<file path="src/rtl/image_load_if.sv">
`default_nettype none
// ============================================================================
// Module      : image_load_if
// Description : UART-byte / image-RAM / CNN handshake bundle for the image
//               load controller. master = controller side, slave = system side.
// Revision    : 1.0 - initial release
// ============================================================================
interface image_load_if #(
  parameter int ADDR_W = 10
);
  logic [7:0]        rx_data;
  logic              rx_valid;
  logic [ADDR_W-1:0] wr_addr;
  logic [7:0]        wr_data;
  logic              wr_en;
  logic              cnn_start;
  logic              cnn_done;
  logic              busy;
  logic              loading;
  logic [7:0]        frame_count;
  logic              timeout_err;
  logic              overrun_err;

  modport master (
    input  rx_data, rx_valid, cnn_done,
    output wr_addr, wr_data, wr_en, cnn_start, busy, loading,
           frame_count, timeout_err, overrun_err
  );

  modport slave (
    output rx_data, rx_valid, cnn_done,
    input  wr_addr, wr_data, wr_en, cnn_start, busy, loading,
           frame_count, timeout_err, overrun_err
  );
endinterface
`default_nettype wire

</file>
<file path="src/rtl/image_load_ctrl.sv">
`default_nettype none
// ============================================================================
// Module      : image_load_ctrl
// Description : Writes one NUM_PIXELS-byte image from the UART byte stream into
//               the image RAM, then hands it to the CNN and locks the loader
//               out until the CNN reports done. Partial frames are dropped
//               after an inter-byte idle timeout.
// Revision    : 1.0 - initial release
// ============================================================================
module image_load_ctrl #(
  parameter int NUM_PIXELS     = 784,
  parameter int ADDR_W         = 10,
  parameter int TIMEOUT_CYCLES = 1000000,
  parameter int TO_W           = 20
) (
  input wire          clk,
  input wire          rst,
  image_load_if.master bus
);

  typedef enum logic [1:0] {
    IDLE  = 2'd0,
    LOAD  = 2'd1,
    START = 2'd2,
    BUSY  = 2'd3
  } state_t;

  localparam logic [ADDR_W-1:0] LAST_ADDR = ADDR_W'(NUM_PIXELS - 1);
  localparam logic [TO_W-1:0]   TO_LAST   = TO_W'(TIMEOUT_CYCLES - 1);

  state_t            state_q, state_d;
  logic [ADDR_W-1:0] cnt_q, cnt_d;
  logic [TO_W-1:0]   to_cnt_q, to_cnt_d;
  logic              wr_en_q, wr_en_d;
  logic [ADDR_W-1:0] wr_addr_q, wr_addr_d;
  logic [7:0]        wr_data_q, wr_data_d;
  logic              cnn_start_q, cnn_start_d;
  logic              busy_q, busy_d;
  logic              loading_q, loading_d;
  logic [7:0]        frame_count_q, frame_count_d;
  logic              timeout_err_q, timeout_err_d;
  logic              overrun_err_q, overrun_err_d;

  // Next-state and next-output logic; every output is registered below.
  always_comb begin
    state_d       = state_q;
    cnt_d         = cnt_q;
    to_cnt_d      = to_cnt_q;
    wr_en_d       = 1'b0;
    wr_addr_d     = wr_addr_q;
    wr_data_d     = wr_data_q;
    cnn_start_d   = 1'b0;
    busy_d        = busy_q;
    loading_d     = 1'b0;
    frame_count_d = frame_count_q;
    timeout_err_d = timeout_err_q;
    overrun_err_d = overrun_err_q;

    case (state_q)
      IDLE: begin
        cnt_d    = '0;
        to_cnt_d = '0;
        busy_d   = 1'b0;
        if (bus.rx_valid) begin
          wr_en_d   = 1'b1;
          wr_addr_d = '0;
          wr_data_d = bus.rx_data;
          cnt_d     = ADDR_W'(1);
          loading_d = 1'b1;
          state_d   = LOAD;
        end
      end

      LOAD: begin
        loading_d = 1'b1;
        if (bus.rx_valid) begin
          // A byte in the final idle cycle still wins over the timeout.
          wr_en_d   = 1'b1;
          wr_addr_d = cnt_q;
          wr_data_d = bus.rx_data;
          to_cnt_d  = '0;
          if (cnt_q == LAST_ADDR) begin
            cnt_d     = '0;
            loading_d = 1'b0;
            state_d   = START;
          end else begin
            cnt_d = cnt_q + ADDR_W'(1);
          end
        end else if (to_cnt_q == TO_LAST) begin
          // Stale partial frame: drop it; RAM contents are left as-is.
          cnt_d         = '0;
          to_cnt_d      = '0;
          timeout_err_d = 1'b1;
          loading_d     = 1'b0;
          state_d       = IDLE;
        end else begin
          to_cnt_d = to_cnt_q + TO_W'(1);
        end
      end

      START: begin
        // One cycle after the last write, so the final byte is in RAM first.
        cnn_start_d   = 1'b1;
        frame_count_d = frame_count_q + 8'd1;
        busy_d        = 1'b1;
        timeout_err_d = 1'b0;
        if (bus.rx_valid) overrun_err_d = 1'b1;
        state_d       = BUSY;
      end

      BUSY: begin
        if (bus.rx_valid) overrun_err_d = 1'b1;
        if (bus.cnn_done) begin
          busy_d  = 1'b0;
          state_d = IDLE;
        end
      end

      default: state_d = IDLE;
    endcase
  end

  // State and output registers with asynchronous reset.
  always_ff @(posedge clk or posedge rst) begin
    if (rst) begin
      state_q       <= IDLE;
      cnt_q         <= '0;
      to_cnt_q      <= '0;
      wr_en_q       <= 1'b0;
      wr_addr_q     <= '0;
      wr_data_q     <= '0;
      cnn_start_q   <= 1'b0;
      busy_q        <= 1'b0;
      loading_q     <= 1'b0;
      frame_count_q <= '0;
      timeout_err_q <= 1'b0;
      overrun_err_q <= 1'b0;
    end else begin
      state_q       <= state_d;
      cnt_q         <= cnt_d;
      to_cnt_q      <= to_cnt_d;
      wr_en_q       <= wr_en_d;
      wr_addr_q     <= wr_addr_d;
      wr_data_q     <= wr_data_d;
      cnn_start_q   <= cnn_start_d;
      busy_q        <= busy_d;
      loading_q     <= loading_d;
      frame_count_q <= frame_count_d;
      timeout_err_q <= timeout_err_d;
      overrun_err_q <= overrun_err_d;
    end
  end

  assign bus.wr_en       = wr_en_q;
  assign bus.wr_addr     = wr_addr_q;
  assign bus.wr_data     = wr_data_q;
  assign bus.cnn_start   = cnn_start_q;
  assign bus.busy        = busy_q;
  assign bus.loading     = loading_q;
  assign bus.frame_count = frame_count_q;
  assign bus.timeout_err = timeout_err_q;
  assign bus.overrun_err = overrun_err_q;

endmodule
`default_nettype wire
</file>
<file path="src/flat_wrapper.sv">
// flat-port wrapper written by rule: the top's interface ports become plain ports
module image_load_ctrl_flat 
#(
  parameter int NUM_PIXELS     = 784,
  parameter int ADDR_W         = 10,
  parameter int TIMEOUT_CYCLES = 1000000,
  parameter int TO_W           = 20
)
  (clk, rst, bus_rx_data, bus_rx_valid, bus_cnn_done, bus_wr_addr, bus_wr_data, bus_wr_en, bus_cnn_start, bus_busy, bus_loading, bus_frame_count, bus_timeout_err, bus_overrun_err);
  image_load_if #(.ADDR_W(ADDR_W)) bus_i ();
  input wire clk;
  input wire rst;
  input wire logic [$bits(bus_i.rx_data)-1:0] bus_rx_data;
  input wire logic [$bits(bus_i.rx_valid)-1:0] bus_rx_valid;
  input wire logic [$bits(bus_i.cnn_done)-1:0] bus_cnn_done;
  output wire logic [$bits(bus_i.wr_addr)-1:0] bus_wr_addr;
  output wire logic [$bits(bus_i.wr_data)-1:0] bus_wr_data;
  output wire logic [$bits(bus_i.wr_en)-1:0] bus_wr_en;
  output wire logic [$bits(bus_i.cnn_start)-1:0] bus_cnn_start;
  output wire logic [$bits(bus_i.busy)-1:0] bus_busy;
  output wire logic [$bits(bus_i.loading)-1:0] bus_loading;
  output wire logic [$bits(bus_i.frame_count)-1:0] bus_frame_count;
  output wire logic [$bits(bus_i.timeout_err)-1:0] bus_timeout_err;
  output wire logic [$bits(bus_i.overrun_err)-1:0] bus_overrun_err;
  assign bus_i.rx_data = bus_rx_data;
  assign bus_i.rx_valid = bus_rx_valid;
  assign bus_i.cnn_done = bus_cnn_done;
  assign bus_wr_addr = bus_i.wr_addr;
  assign bus_wr_data = bus_i.wr_data;
  assign bus_wr_en = bus_i.wr_en;
  assign bus_cnn_start = bus_i.cnn_start;
  assign bus_busy = bus_i.busy;
  assign bus_loading = bus_i.loading;
  assign bus_frame_count = bus_i.frame_count;
  assign bus_timeout_err = bus_i.timeout_err;
  assign bus_overrun_err = bus_i.overrun_err;
  image_load_ctrl #(.NUM_PIXELS(NUM_PIXELS), .ADDR_W(ADDR_W), .TIMEOUT_CYCLES(TIMEOUT_CYCLES), .TO_W(TO_W)) u_core (.clk(clk), .rst(rst), .bus(bus_i));
endmodule
</file>
<file path="config.mk">
export PLATFORM = sky130hd
export DESIGN_NAME = image_load_ctrl_flat
export DESIGN_NICKNAME = d
export VERILOG_FILES = /design/src/rtl/image_load_if.sv /design/src/rtl/image_load_ctrl.sv /design/src/flat_wrapper.sv
export SDC_FILE = /design/constraint.sdc
export NUM_CORES = 1
export LEC_CHECK = 0
export ABC_AREA = 1
export CAP_MARGIN = 20
export CELL_PAD_IN_SITES_DETAIL_PLACEMENT = 1
export CELL_PAD_IN_SITES_GLOBAL_PLACEMENT = 1
export CORE_UTILIZATION = 37
export CTS_CLUSTER_DIAMETER = 200
export DETAILED_ROUTE_END_ITERATION = 12
export PLACE_DENSITY_LB_ADDON = 0.05
export SETUP_SLACK_MARGIN = 0.3
export SYNTH_ARGS = -nofsm -noshare
export SYNTH_HDL_FRONTEND = slang
export SYNTH_SLANG_ARGS = --single-unit
</file>
<file path="constraint.sdc">
create_clock -name clk -period 2.1 [get_ports clk]
set_input_delay 0.63 -clock clk [delete_from_list [all_inputs] [get_ports clk]]
set_output_delay 0.63 -clock clk [all_outputs]
set_load 0.005 [all_outputs]
</file>
Word level (Yosys, flattened, before mapping)
Cells that the tools add are included.
Storage, ports and cells
  register bits after elaboration: 64
  input bits: 12
  output and inout bits: 32
  logic and storage cells: 69
Cells by class
  add/sub/neg operators: 3
  equal/unequal tests: 12
  multiplexer cells: 29
  reduce and logical (&&, ||, !) cells: 13
Operators with widths (number)
  $mux 10: 5
  $mux 20: 2
  $pmux 10 s2: 2
  $pmux 20 s2: 1
  $add 20x1->20 const B: 1
  $eq 20x20->1 const B: 1
  $add 10x1->10 const B: 1
  $eq 10x10->1 const B: 1
  $mux 1: 10
  $mux 2: 5
  $add 8x1->8 const B: 1
  $ne 2x2->1 const B: 4
  $pmux 2 s4: 1
  $reduce_and 2->1: 4
  $ne 3x2->1 const B: 2
  $reduce_and 3->1: 2
  $eq 2x2->1 const B: 2
  $pmux 1 s2: 2
  $reduce_and 4->1: 1
  $reduce_bool 2->1: 2
  $reduce_or 2->1: 2
  $pmux 1 s3: 1
  $reduce_bool 3->1: 1
  $eq 2x1->1 const B: 1
  2 further kinds: 2

Logic depth before layout (Yosys ltp)
Gate-level depths: netlist of the first run.
  depth after elaboration: 4
  depth in mapped cells: 11
  depth with buffers taken out: 10

Worst setup path before layout of the first run
OpenSTA, ideal clock, no wires.
  path type: input port to flip-flop
  start point: input bus_rx_valid
  end point: register u_core.cnt_q[5]
  setup time: 120 ps
  arrival: 1466 ps
  required time: 1980 ps
  setup slack: 515 ps
  cell stages on the path: 9
  buffers on the path: 2
  cell sequence: buf_2 inv_1 nand2_1 clkinv_2 nand2_4 nand2_8 inv_6 buf_12 o21ai_2
On the way
  cells in the longest elaborated chain, start to end: 2
  elaborated cells on any way between the ends: 4
  classes of those cells: 1 x eq/ne; 2 x mux; 1 x reduce/logical
Ends and longest elaborated chain
  from (decl): line flat_wrapper.sv:14  | input wire logic [$bits(bus_i.rx_valid)-1:0] bus_rx_valid;
  $mux 10 / $ne 3x2->1 (equally long branches)
  $pmux 10 s2 / $reduce_and 2->1 (equally long branches)
  to (signal assigned): line image_load_ctrl.sv:140  | cnt_q <= cnt_d;
  to (decl): line image_load_ctrl.sv:32  | logic [ADDR_W-1:0] cnt_q, cnt_d;
Parallel ways exist; a longest one is shown, timed or not.
A chain may end at the register's enable or synchronous reset.

Worst setup path after layout of the first run
  start point: register u_core.timeout_err_q (netlist: u_core.bus.timeout_err)
  end point: output bus_timeout_err
RTL lines
  from (decl): line image_load_ctrl.sv:41  | logic timeout_err_q, timeout_err_d;
  from (signal assigned): line image_load_ctrl.sv:149  | timeout_err_q <= timeout_err_d;
  to (decl): line flat_wrapper.sv:23  | output wire logic [$bits(bus_i.timeout_err)-1:0] bus_timeout_err;
No word-level cell between the ends.

==> results of run 1 <==
[flip-flops by register name, summed over array words and instances (netlist names), named ones only]
register,count
u_core.state_q,1
u_core.bus.loading,1
u_core.bus.wr_addr,10
u_core.to_cnt_q,20
u_core.bus.overrun_err,1
u_core.cnt_q,10
u_core.bus.cnn_start,1
u_core.bus.wr_data,8
u_core.bus.busy,1
u_core.bus.wr_en,1
u_core.bus.timeout_err,1
u_core.bus.frame_count,8
[per-stage QoR]
step / hold slack (ps) / setup WS (ps) / utilization, %
after detailed placement: 463 / 49.0 / 45.5
after floorplan: 464 / 515 / -
after CTS: 475 / 249 / 48.3
after global routing: 510 / 323 / 48.5
after global placement: 458 / 85.0 / 45.5
final: 473 / 456 / 48.5
[area by class of cell]
class / count / share of cell area [%]
clock buffer: 10 / 3.41
inverter: 45 / 4.55
timing repair buffer: 60 / 13.2
tap: 105 / 3.25
clock inverter: 6 / 1.67
multi-input combinational: 261 / 34.3
sequential: 64 / 39.6
[Yosys cell counts, types with 2 or more instances]
cell and count:
nand2_2 3, o21ai_0 17, dfrtp_1 64, nor2_4 3
nand2_4 3, buf_2 2, nand2_1 100, nor3_1 4
nor2_2 3, o21ai_2 6, xnor2_1 2, xor2_1 14
nand4_1 13, inv_1 40, nor3_2 4, buf_6 4
a21oi_1 3, ha_1 3, inv_2 2, nand3_1 26
nor2_1 43, nand3_2 2
[power by group through the flow]
stage	combinational, mW	clock (mW)	sequential [mW]
floorplan	0.862	0	1.58
global placement	1.27	0	1.59
detailed placement	1.30	0	1.60
CTS	1.28	1.13	1.56
global route	1.41	1.19	1.58
finish	1.24	1.11	1.56
[kinds of logic after synthesis]
group | Yosys count | synth area share (%)
AO/OA/AOI/OAI | 31 | 5.79
adder cells (fa/ha/maj) | 3 | 1.16
flip-flops | 64 | 49.4
AND/OR/NAND/NOR | 211 | 31.3
XOR/XNOR | 16 | 4.32
buffers and inverters | 53 | 8.03
[path summary, 6_finish.rpt]
path | cells past startpoint | start | end | slack [ps]
setup reg to reg | 9 | u_core.to_cnt_q[0]$_DFFE_PP0N_ | u_core.to_cnt_q[18]$_DFFE_PP0N_ | 470
setup / recovery | 1 | u_core.bus.timeout_err$_DFFE_PP0P_ | bus_timeout_err | 460
min in group asynchronous | 3 | rst | u_core.bus.wr_addr[8]$_DFFE_PP0P_ | 720
max in group asynchronous | 3 | rst | u_core.to_cnt_q[12]$_DFFE_PP0N_ | 1090
hold reg to reg | 2 | u_core.bus.busy$_DFFE_PP0P_ | u_core.bus.busy$_DFFE_PP0P_ | 470
hold / removal | 2 | u_core.bus.busy$_DFFE_PP0P_ | u_core.bus.busy$_DFFE_PP0P_ | 470
[what timing repair did]
action,4_1_cts,5_1_grt
setup buffers,9,0
pin swaps,0,0
gates resized for setup,31,3
endpoints found under the setup margin,32,3
[tightest hold or removal path: stages, from the launching register on]
cell	delay, ps
dfrtp_1	350
nand2_1	50
nand2_1	40
[layer usage]
metal | global-route usage [%] | wire length (um) | up-vias
met5 | 0 | 0 | -
met4 | 7.46 | 127 | 0
met3 | 3.51 | 209 | 11
met2 | 32.9 | 3800 | 32
met1 | 23.8 | 3520 | 1271
li1 | - | - | 1327
==> results.sh, run 1 <==
export IMPL_crit_family="flip-flops"
export IMPL_die_w_um=95.6
export IMPL_end_kind="output port"
export IMPL_syn_to_final_growth_pct=24.7
export IMPL_grt_antenna_before_repair=0
export IMPL_netlist_area_um2=3240
export IMPL_synthFlopType="dfrtp_1"
export IMPL_detailed_place_area_um2=3800
export IMPL_drc=0
export IMPL_report_final_slew_viol_count=0
export IMPL_drtIter0Drc=63
export IMPL_antenna_left=0
export IMPL_nets=456
export IMPL_dieHeight_um=95.6
export IMPL_hold_path_class="reg2reg"
export IMPL_layout_common_cells="nand2_1 (100), dfrtp_1 (64), nor2_1 (43)"
export IMPL_synth_top_area_share_pct=49.4
export IMPL_synth_edf_count=0
export IMPL_grtUsageTotal_pct=19.2
export IMPL_ys_types=39
export IMPL_n_antenna_cell=0
export IMPL_cp_max_fo=2
export IMPL_layout_commonest_cell="nand2_1"
export IMPL_cap_viol_max_count=0
export IMPL_die_area_um2=9140
export IMPL_via_count=2641
export IMPL_path_cells="dlygate4sd2_1"
export IMPL_insertion_delay_ps=350
export IMPL_avgSynthCellArea_um2=8.58
export IMPL_worst_path_largest_cell_delay_ps=400
export IMPL_required_ps=1470
export IMPL_placedCellCount=526
export IMPL_drive_gt1_share_pct=15.2
export IMPL_p_int_mw=2.49
export IMPL_switching_share_pct=36.2
export IMPL_ioPinCount=44
export IMPL_max_vdd_ir_drop_v=0.000365
export IMPL_skew_ps=11.8
export IMPL_wl_um=7660
export IMPL_htree_levels=3
export IMPL_fin_setup_tns_ps=0
export IMPL_status="finished, final reports clean"
export IMPL_yosys_warnings=0
export IMPL_regArea_um2=1600
export IMPL_syn_nets=393
export IMPL_final_cells=551
export IMPL_netlist_instances=378
export IMPL_post_dp_hpwl_um=5560
export IMPL_start_util_pct=38.9
export IMPL_worst_pin_slew_ps=351
export IMPL_firstDrtPassIters=4
export IMPL_std_cell_rows=33
export IMPL_multi_input_area_um2=1390
export IMPL_fin_crit_sh_pct=78.3
export IMPL_min_period_ps=1640
export IMPL_grt_setup_unrepaired="false"
export IMPL_critPathArrivalTime_ps=1010
export IMPL_coreArea_um2=8340
export IMPL_p_sw_mw=1.41
export IMPL_setup_violations=0
export IMPL_grt_overflow_total=0
export IMPL_synth_area_leaders="dfrtp_1 (49%), nand2_1 (12%), nor2_1 (5.0%)"
export IMPL_wl_per_cell_um=13.9
export IMPL_clock_sinks=64
export IMPL_seq_area_frac_synth_pct=49.4
export IMPL_portBuffers=43
export IMPL_ctsLongestPathBuffers=2
export IMPL_routabilityCongestion=0.779
export IMPL_finalHoldViolCount=0
export IMPL_p_leak_nw=2.00
export IMPL_root_buffer="clkbuf_8"
export IMPL_crit_type="reg2out"
export IMPL_pwr_share_comb_pct=31.8
export IMPL_grt_max_degree=65
export IMPL_cts_tree="built"
export IMPL_power_frac_clock_pct=28.3
export IMPL_slowest_stage="dfrtp_1"
export IMPL_fmax_mhz=608
export IMPL_p_seq_share_pct=39.9
export IMPL_synth_seq_cells=64
export IMPL_design_area_um2=4040
export IMPL_grt_pass1_wl_um=13400
export IMPL_async_flop_share_pct=100
export IMPL_grt_pass1_vias=2748
export IMPL_slew_headroom_pct=76.6
export IMPL_critPathBufInv=1
export IMPL_power_mw=3.90
export IMPL_ctsHoldBuffers=0
export IMPL_fill_cells=1032
export IMPL_viasPerCell=4.79
export IMPL_clkTransAtPathRegs_ps=70
export IMPL_cts_made_buffers=9
export IMPL_start_kind="flop"
export IMPL_cellPowerDensity_nw_per_um2=966
export IMPL_yosysTopAreaCell="dfrtp_1"
Note: power is estimated with default switching activity, not from simulation.
==> run 2: changes to the inputs <==
--- a/config.mk
+++ b/config.mk
@@ -9,7 +9,7 @@
 export CAP_MARGIN = 20
 export CELL_PAD_IN_SITES_DETAIL_PLACEMENT = 1
 export CELL_PAD_IN_SITES_GLOBAL_PLACEMENT = 1
-export CORE_UTILIZATION = 37
+export CORE_UTILIZATION = 41
 export CTS_CLUSTER_DIAMETER = 200
 export DETAILED_ROUTE_END_ITERATION = 12
 export PLACE_DENSITY_LB_ADDON = 0.05
==> constraint.sdc (replaced) <==
create_clock -name clk -period 1.7 [get_ports clk]
set_input_delay 0.51 -clock clk [delete_from_list [all_inputs] [get_ports clk]]
set_output_delay 0.51 -clock clk [all_outputs]
set_load 0.005 [all_outputs]
==> results.sh, run 2 (synthesized netlist as in run 1, its figures left out) <==
export IMPL_status="finished, final reports clean"
export IMPL_ctsHoldBuffers=0
export IMPL_fin_ws_ps=105
export IMPL_critPathArrivalTime_ps=1840
export IMPL_nets=513
export IMPL_wl_per_cell_um=16.6
export IMPL_n_antenna_cell=0
export IMPL_grt_pass1_vias=3150
export IMPL_grt_antenna_before_repair=0
export IMPL_p_leak_nw=2.29
export IMPL_finalHoldViolCount=0
export IMPL_pwr_share_comb_pct=48.6
export IMPL_drtIter0Drc=113
export IMPL_cp_max_fo=8
export IMPL_start_kind="flop"
export IMPL_crit_type="reg2reg"
export IMPL_post_dp_hpwl_um=5680
export IMPL_insertion_delay_ps=360
export IMPL_required_ps=1950
export IMPL_cap_viol_max_count=0
export IMPL_cts_tree="built"
export IMPL_crit_family="simple AND/OR/NAND/NOR gates"
export IMPL_antenna_left=0
export IMPL_switching_share_pct=39.9
export IMPL_grtUsageTotal_pct=23.9
export IMPL_cellPowerDensity_nw_per_um2=1270
export IMPL_setup_violations=0
export IMPL_std_cell_rows=32
export IMPL_worst_path_largest_cell_delay_ps=380
export IMPL_detailed_place_area_um2=3940
export IMPL_slew_headroom_pct=64.9
export IMPL_coreArea_um2=7690
export IMPL_syn_to_final_growth_pct=46.8
export IMPL_slowest_stage="dfrtp_1"
export IMPL_htree_levels=3
export IMPL_ctsLongestPathBuffers=2
export IMPL_start_util_pct=42.2
export IMPL_power_frac_clock_pct=19.6
export IMPL_clkTransAtPathRegs_ps=80
export IMPL_grt_setup_unrepaired="true"
export IMPL_min_period_ps=1590
export IMPL_hold_path_class="reg2reg"
export IMPL_via_count=3002
export IMPL_routabilityCongestion=0.792
export IMPL_largest_register="u_core.to_cnt_q"
export IMPL_fill_cells=903
export IMPL_layout_common_cells="nand2_1 (83), dfrtp_1 (62), buf_4 (46)"
export IMPL_end_kind="flop"
export IMPL_die_area_um2=8270
export IMPL_ioPinCount=44
export IMPL_critPathBufInv=3
export IMPL_largest_register_ff_count=20
export IMPL_report_final_slew_viol_count=0
export IMPL_power_mw=6.05
export IMPL_skew_ps=11.0
export IMPL_design_area_um2=4760
export IMPL_p_sw_mw=2.41
export IMPL_dp_slack_ps=-251
export IMPL_cts_made_buffers=9
export IMPL_dieHeight_um=90.9
export IMPL_portBuffers=43
export IMPL_grt_max_degree=65
export IMPL_p_int_mw=3.64
export IMPL_max_vdd_ir_drop_v=0.000693
export IMPL_firstDrtPassIters=4
export IMPL_viasPerCell=4.96
export IMPL_path_cells="buf_6 > ha_4 > nand2_4 > nor2_4 > nand3_4 > nand2_4 > nand2_8 > buf_12 > inv_12 > o21ai_2"
export IMPL_worst_pin_slew_ps=522
export IMPL_fin_crit_sh_pct=93.8
export IMPL_grt_pass1_wl_um=15300
export IMPL_utilization_pct=61.9
export IMPL_grt_overflow_total=0
export IMPL_p_seq_share_pct=31.9
export IMPL_cp_common_cell="nand2_4"
export IMPL_root_buffer="clkbuf_8"
export IMPL_fmax_mhz=627
export IMPL_drive_gt1_share_pct=42.7
export IMPL_clock_sinks=64
export IMPL_layout_commonest_cell="nand2_1"
export IMPL_die_w_um=90.9
export IMPL_wl_um=10000
export IMPL_drc=0
-- run 2: changes by cell type in the layout (fill, tap and decap cells not counted), sizes merged --
cell           before  now
clkdlybuf4s50      11   10
bufinv              1    0
buf                17  100
clkinvlp            3    5
dlymetal6s2s        1    0
clkinv              3    8
dlygate4sd2        31    1
-- run 2: layout make-up --
class                      instances  area (um^2)  area share (%)
multi-input combinational        261         1640            34.6
sequential                        64         1600            33.7
timing repair buffer             112          935            19.6
inverter                          45          211            4.44
tap                              102          128            2.68
clock buffer                       9          124            2.60
timing repair inverter             5         65.1            1.37
clock inverter                     7         47.5           0.999
-- run 2: worst reg2reg max path, stage by stage (launching register included) --
cell	delay, ps
dfrtp_1	380
buf_6	120
ha_4	140
nand2_4	60
nor2_4	150
nand3_4	110
nand2_4	120
nand2_8	110
buf_12	170
inv_12	80
o21ai_2	50
-- run 2: what timing repair did --
action,in CTS,in global routing
setup buffers,33,11
pin swaps,16,16
setup endpoints to repair,85,57
hold endpoints to repair,0,0
cloned,4,1
gates resized for setup,177,66
-- run 2: through the flow --
stage | instances | hold slack, ps | TNS, ps
floorplan | 378 | 464 | 0
global placement | 540 | 459 | -5180
detailed placement | 540 | 466 | -7440
CTS | 593 | 480 | 0
global route | 605 | 503 | 0
finish | 605 | 478 | 0
-- run 2: routing by layer --
metal / track usage, % / up-vias / routed length [um]
li1: - / 1445 / -
met1: 28.2 / 1479 / 3900
met2: 43.1 / 52 / 5520
met3: 3.54 / 26 / 284
met4: 9.92 / 0 / 326
met5: 0 / - / 0
-- run 2: path summary, 6_finish.rpt --
path / start / end / slack (ps) / depth (start not counted)
min in group asynchronous: rst / u_core.cnt_q[6]$_DFFE_PP0P_ / 630 / 3
worst min register to register: u_core.bus.busy$_DFFE_PP0P_ / u_core.bus.busy$_DFFE_PP0P_ / 480 / 2
worst max register to register: u_core.to_cnt_q[1]$_DFFE_PP0N_ / u_core.cnt_q[7]$_DFFE_PP0P_ / 110 / 10
worst max-delay path: u_core.to_cnt_q[1]$_DFFE_PP0N_ / u_core.cnt_q[7]$_DFFE_PP0P_ / 110 / 10
max in group asynchronous: rst / asynchronous set/reset pin / 780 / 3
worst min-delay path: u_core.bus.busy$_DFFE_PP0P_ / u_core.bus.busy$_DFFE_PP0P_ / 480 / 2
-- run 2: power groups by stage --
stage          combinational, mW  sequential, mW  clock, mW
6_report                    2.94            1.93       1.18
5_1_grt                     3.15            1.96       1.26
4_1_cts                     2.47            1.93       1.21
3_5_place_dp                1.79            1.99          0
3_3_place_gp                1.73            1.97          0
2_1_floorplan               1.07            1.95          0
==> patch 1: new RTL, settings of run 2 <==
`ADDR_W` is set to 10 in 3 places; all go to 9.
--- a/src/rtl/image_load_if.sv
+++ b/src/rtl/image_load_if.sv
@@ -8,3 +8,3 @@
 interface image_load_if #(
-  parameter int ADDR_W = 10
+  parameter int ADDR_W = 9
 );
--- a/src/rtl/image_load_ctrl.sv
+++ b/src/rtl/image_load_ctrl.sv
@@ -11,3 +11,3 @@
   parameter int NUM_PIXELS     = 784,
-  parameter int ADDR_W         = 10,
+  parameter int ADDR_W         = 9,
   parameter int TIMEOUT_CYCLES = 1000000,
--- a/src/flat_wrapper.sv
+++ b/src/flat_wrapper.sv
@@ -4,3 +4,3 @@
   parameter int NUM_PIXELS     = 784,
-  parameter int ADDR_W         = 10,
+  parameter int ADDR_W         = 9,
   parameter int TIMEOUT_CYCLES = 1000000,
Interface: changed (resized bus_wr_addr); port bits go from 44 to 43. No check against the original RTL was run, so the function may have changed too.
==> patch 1 against run 2 <==
- non-clock buffer count is 8 lower
- power is 10% lower
- first-iteration DRC count is 19% higher
- design area is 6.8% lower
- sequential share of layout area is 1.5 points higher
- critical path depth is 3 lower
- setup slack better by 0.12 ns
- sequential cell count is 2 lower
- die area is 3.8% lower
- synthesized area is 3.9% lower
- hold slack hardly changed
- count of clock-buffer cells in the layout is 3 higher
- routed wire length hardly changed
- cell count is 4.5% lower
==> patch 1: results (changes against run 2) <==
status finished, final reports clean (unchanged); Routed WL 10000 microns (about the same); Post-synth top cells 101 x nand2_1, 62 x dfrtp_1, 37 x inv_1 (was 100 x nand2_1, 64 x dfrtp_1, 43 x nor2_1); Post-synth ARST share 100% (unchanged); dpl ws -0.179 ns (was -0.251 ns); share of layout cells above drive strength 1 39.0% (was 42.7%); Crit Path Max Fanout 5 (was 8); clk_skew 0.00678 ns (was 0.0110 ns); Slew @ Worst Pin 0.348 ns (was 0.522 ns); synthesized net count 380 (was 393); Pleak 2.10 nW (was 2.29 nW); postcts setup bufs 23 (was 33); RePlAce Congestion 0.796 (was 0.792); Vias 2955 (was 3002); synth top area cells dfrtp_1 50%, nand2_1 12%, inv_1 4.5%, nor2_1 4.2%, xor2_1 4.2% (was dfrtp_1 49%, nand2_1 12%, nor2_1 5.0%, inv_1 4.6%, nand3_1 4.0%); Filler Cell Count 887 (was 903); post-synth cell types 34 (was 39); WP data arrival 1.71 ns (was 1.84 ns); largest net degree at the start of global routing 63 (was 65); max reg flops 20 (unchanged); Main synth FF type dfrtp_1 (unchanged); maximum buffer depth of the clock tree 2 (unchanged); CP max stage cell dfrtp_2 (was dfrtp_1); Initial DRC Count 134 (was 113); first-pass GRT wire length 14400 microns (was 15300 microns); Total GRT Usage 24.2% (was 23.9%); nets@finish 489 (was 513); final HPWL from detailed placement 6060 microns (was 5680 microns); worst-case vdd ir drop 635 uV (was 693 uV); Post-CTS Resized 140 (was 177); Placed Area 3830 sq um (was 3940 sq um); diode count 0 (unchanged); CP peak stage delay 0.44 ns (was 0.38 ns); Seq/Total Area, Yosys 49.8% (was 49.4%); IO buf count 42 (was 43)
==> patch 1: where the power goes <==
group | total (mW) | switching (mW) | internal (mW)
combinational | 2.18 | 1.18 | 1.00
sequential | 1.90 | 0.182 | 1.72
clock | 1.35 | 0.597 | 0.750
total | 5.42 | 1.95 | 3.47
==> patch 1: through the flow <==
| stage | setup TNS, ns | total power [mW] | cells |
|---|---|---|---|
| 5_1_grt | 0 | 5.70 | 578 |
| 3_5_place_dp | -4.96 | 3.70 | 525 |
| 3_3_place_gp | -3.28 | 3.64 | 525 |
| 2_1_floorplan | 0 | 2.82 | 365 |
| 4_1_cts | 0 | 5.09 | 564 |
| 6_report | 0 | 5.42 | 578 |
==> patch 1: path summary, 6_finish.rpt <==
check | startpoint | slack [ns] | end | depth (start not counted)
max in group asynchronous | rst | 0.79 | u_core.to_cnt_q[5]$_DFFE_PP0N_ | 3
worst min-delay path | u_core.bus.overrun_err$_DFFE_PP0P_ | 0.48 | u_core.bus.overrun_err$_DFFE_PP0P_ | 1
worst min register to register | u_core.bus.overrun_err$_DFFE_PP0P_ | 0.48 | u_core.bus.overrun_err$_DFFE_PP0P_ | 1
worst max register to register | u_core.to_cnt_q[3]$_DFFE_PP0N_ | 0.22 | u_core.to_cnt_q[19]$_DFFE_PP0N_ | 7
min in group asynchronous | rst | 0.59 | u_core.to_cnt_q[16]$_DFFE_PP0N_ | 3
worst max-delay path | u_core.to_cnt_q[3]$_DFFE_PP0N_ | 0.22 | u_core.to_cnt_q[19]$_DFFE_PP0N_ | 7
==> patch 1: layer usage <==
| metal | wire, microns | global-route usage (%) |
|---|---|---|
| met3 | 446 | 4.16 |
| met1 | 4500 | 31.6 |
| met4 | 180 | 9.09 |
| met2 | 4910 | 40.5 |
| met5 | 0 | 0 |
==> patch 1: kinds of logic (layout without fill, tap and decap cells) <==
group / Yosys count / in the layout / share of synthesized area, %
AOI/OAI and AO/OA: 35 / 35 / 6.86
xor gates and xnor gates: 17 / 17 / 4.78
adders and majority gates: 3 / 3 / 1.20
buffers and inverters: 48 / 162 / 7.02
DFF: 62 / 62 / 49.8
and+or+nand+nor: 200 / 200 / 30.3
==> patch 1: critical path, delay by kind of cell, from the launching register on <==
family           cells  cell delay, ns
flip-flops           1            0.44
AND/OR/NAND/NOR      7            0.92
==> patch 1: final cells by class <==
cell class                      count  area (sq um)  share of cell area, %
Clock buffer                       12           155                   3.50
Clock inverter                      4          45.0                   1.02
Inverter                           42           183                   4.12
Multi-Input combinational cell    255          1560                   35.1
Sequential cell                    62          1560                   35.2
Tap cell                           99           124                   2.79
Timing Repair Buffer              104           810                   18.3
==> patch 2: new RTL, settings of run 2 <==
Made on the original files. `wr_data_q` no longer has a reset.
--- a/src/rtl/image_load_ctrl.sv
+++ b/src/rtl/image_load_ctrl.sv
@@ -130,3 +130,2 @@
       wr_addr_q     <= '0;
-      wr_data_q     <= '0;
       cnn_start_q   <= 1'b0;
@@ -143,3 +142,2 @@
       wr_addr_q     <= wr_addr_d;
-      wr_data_q     <= wr_data_d;
       cnn_start_q   <= cnn_start_d;
@@ -151,2 +149,6 @@
     end
+  end
+
+  always_ff @(posedge clk) begin
+    wr_data_q <= wr_data_d;
   end
Formal check against the unedited RTL: not equivalent (a bounded check fails within 4 cycles, from zero or initial values and one cycle with rst high).
==> patch 2 against run 2 <==
- count of clock-buffer cells in the layout unchanged
- synthesized cell count down 7.4%
- combinational power is 36% lower
- clock power increased by 25%
- via count decreased by 3.8%
- largest cell class is now flip-flops and latches
- power shrank 13%
- routed wire length fell by 2.6%
- cell count decreased by 6.4%
- sequential cell count unchanged
- maximum frequency is 0.63% higher
- design area is 7.2% lower
- largest power group is now sequential cells
- setup slack better by 0.010 ns
- synthesized area decreased by 6.3%
==> patch 2: results (changes against run 2) <==
status finished, final reports clean (unchanged); Seq/Total Area, Yosys 54.0% (was 49.4%); number of synthesized flops with an enable pin 8 (was 0); DRT Pass-1 Iters 4 (unchanged); Signal buf overhead 17.7% (was 19.6%); Post-CTS Resized 157 (was 177); Initial DRC Count 105 (was 113); diode count 0 (unchanged); worst hold-check path type flop to flop (unchanged); final HPWL from detailed placement 5650 microns (was 5680 microns); FFs & Latches 64 (unchanged); Routed WL 9780 microns (was 10000 microns); PwrDens 1190 nW/um^2 (was 1270 nW/um^2); Slew @ Worst Pin 0.326 ns (was 0.522 ns); worst-case vdd ir drop 759 uV (was 693 uV); Crit Path Max Fanout 5 (was 8); post-synth cell types 32 (was 39); vias in the first global route 2876 (was 3150); CTS buffer count 9 (unchanged); multi-input gates 240 (was 261); first-pass GRT wire length 14100 microns (was 15300 microns); Yosys warnings 0 (unchanged); nets@finish 477 (was 513); Total GRT Usage 24.6% (was 23.9%); Buffers excl. clock 104 (was 112); clock root cell clkbuf_8 (unchanged); Placed Cells incl. Taps 508 (was 540); multi-input combinational area share 32.8% (was 34.6%); dpl ws -0.179 ns (was -0.251 ns); clk_skew 0.00935 ns (was 0.0110 ns); synth top area cells dfrtp_1 46%, nand2_1 9.5%, edfxtp_1 7.9%, nor2_1 5.6%, o21ai_0 5.4% (was dfrtp_1 49%, nand2_1 12%, nor2_1 5.0%, inv_1 4.6%, nand3_1 4.0%); Seq. cell area 1650 sq um (was 1600 sq um); IO buf count 43 (unchanged); fin util 61.2% (was 61.9%); via density per instance 5.10 (was 4.96); Fin Setup TNS 0 ns (unchanged); share of layout cells above drive strength 1 37.9% (was 42.7%); synthesized net count 365 (was 393); Filler Cell Count 859 (was 903); Reg clk slew, reported paths 0.07 ns; CP peak stage delay 0.42 ns (was 0.38 ns); max reg flops 20 (unchanged); mean area per synthesized cell 8.68 sq um (was 8.58 sq um); Clock-cell share 4.99% (was 3.60%); Post-synth ARST share 87.5% (was 100%); RePlAce Congestion 0.792 (about the same); postcts setup bufs 20 (was 33); Placed Area 3780 sq um (was 3940 sq um); CP max stage cell dfrtp_2 (was dfrtp_1); WP data arrival 1.87 ns (was 1.84 ns); Post-synth top cells 77 x nand2_1, 56 x dfrtp_1, 45 x nor2_1 (was 100 x nand2_1, 64 x dfrtp_1, 43 x nor2_1); initial antenna violation count 0 (unchanged); largest net degree at the start of global routing 38 (was 65); Pleak 2.09 nW (was 2.29 nW); fin cells 566 (was 605); Inverters excl. clock 43 (was 50)
==> patch 2: cells by family after synthesis <==
family / count (synthesis) / synth area share [%]
flip-flops: 64 / 54.0
buffers and inverters: 47 / 6.30
AO/OA/AOI/OAI: 42 / 7.20
adder cells (fa/ha/maj): 3 / 1.24
AND/OR/NAND/NOR: 177 / 26.3
XOR/XNOR: 17 / 4.90
==> patch 2: path summary, 6_finish.rpt <==
check | start | slack [ns] | cells after the start | end
worst max-delay path | u_core.to_cnt_q[0]$_DFFE_PP0N_ | 0.12 | 9 | u_core.to_cnt_q[18]$_DFFE_PP0N_
worst max register to register | u_core.to_cnt_q[0]$_DFFE_PP0N_ | 0.12 | 9 | u_core.to_cnt_q[18]$_DFFE_PP0N_
worst min-delay path | u_core.bus.overrun_err$_DFFE_PP0P_ | 0.47 | 1 | u_core.bus.overrun_err$_DFFE_PP0P_
min in group asynchronous | rst | 0.56 | 3 | u_core.bus.wr_en$_DFF_PP0_
max in group asynchronous | rst | 0.89 | 3 | u_core.to_cnt_q[1]$_DFFE_PP0N_
worst min register to register | u_core.bus.overrun_err$_DFFE_PP0P_ | 0.47 | 1 | u_core.bus.overrun_err$_DFFE_PP0P_
==> patch 2: power breakdown <==
group	internal (mW)	switching (mW)	total, mW
clock network	0.824	0.651	1.48
registers	1.77	0.157	1.92
logic	0.771	1.10	1.87
==> patch 2: routing by layer <==
layer / part of all wire (%) / up-vias / GRT usage (%) / routed length [microns]
met1: 43 / 1443 / 31.5 / 4230
met2: 50 / 74 / 40.7 / 4890
li1: - / 1352 / - / -
met4: 2.7 / 0 / 10.7 / 264
met3: 4.0 / 20 / 4.52 / 393
met5: 0 / - / 0 / 0
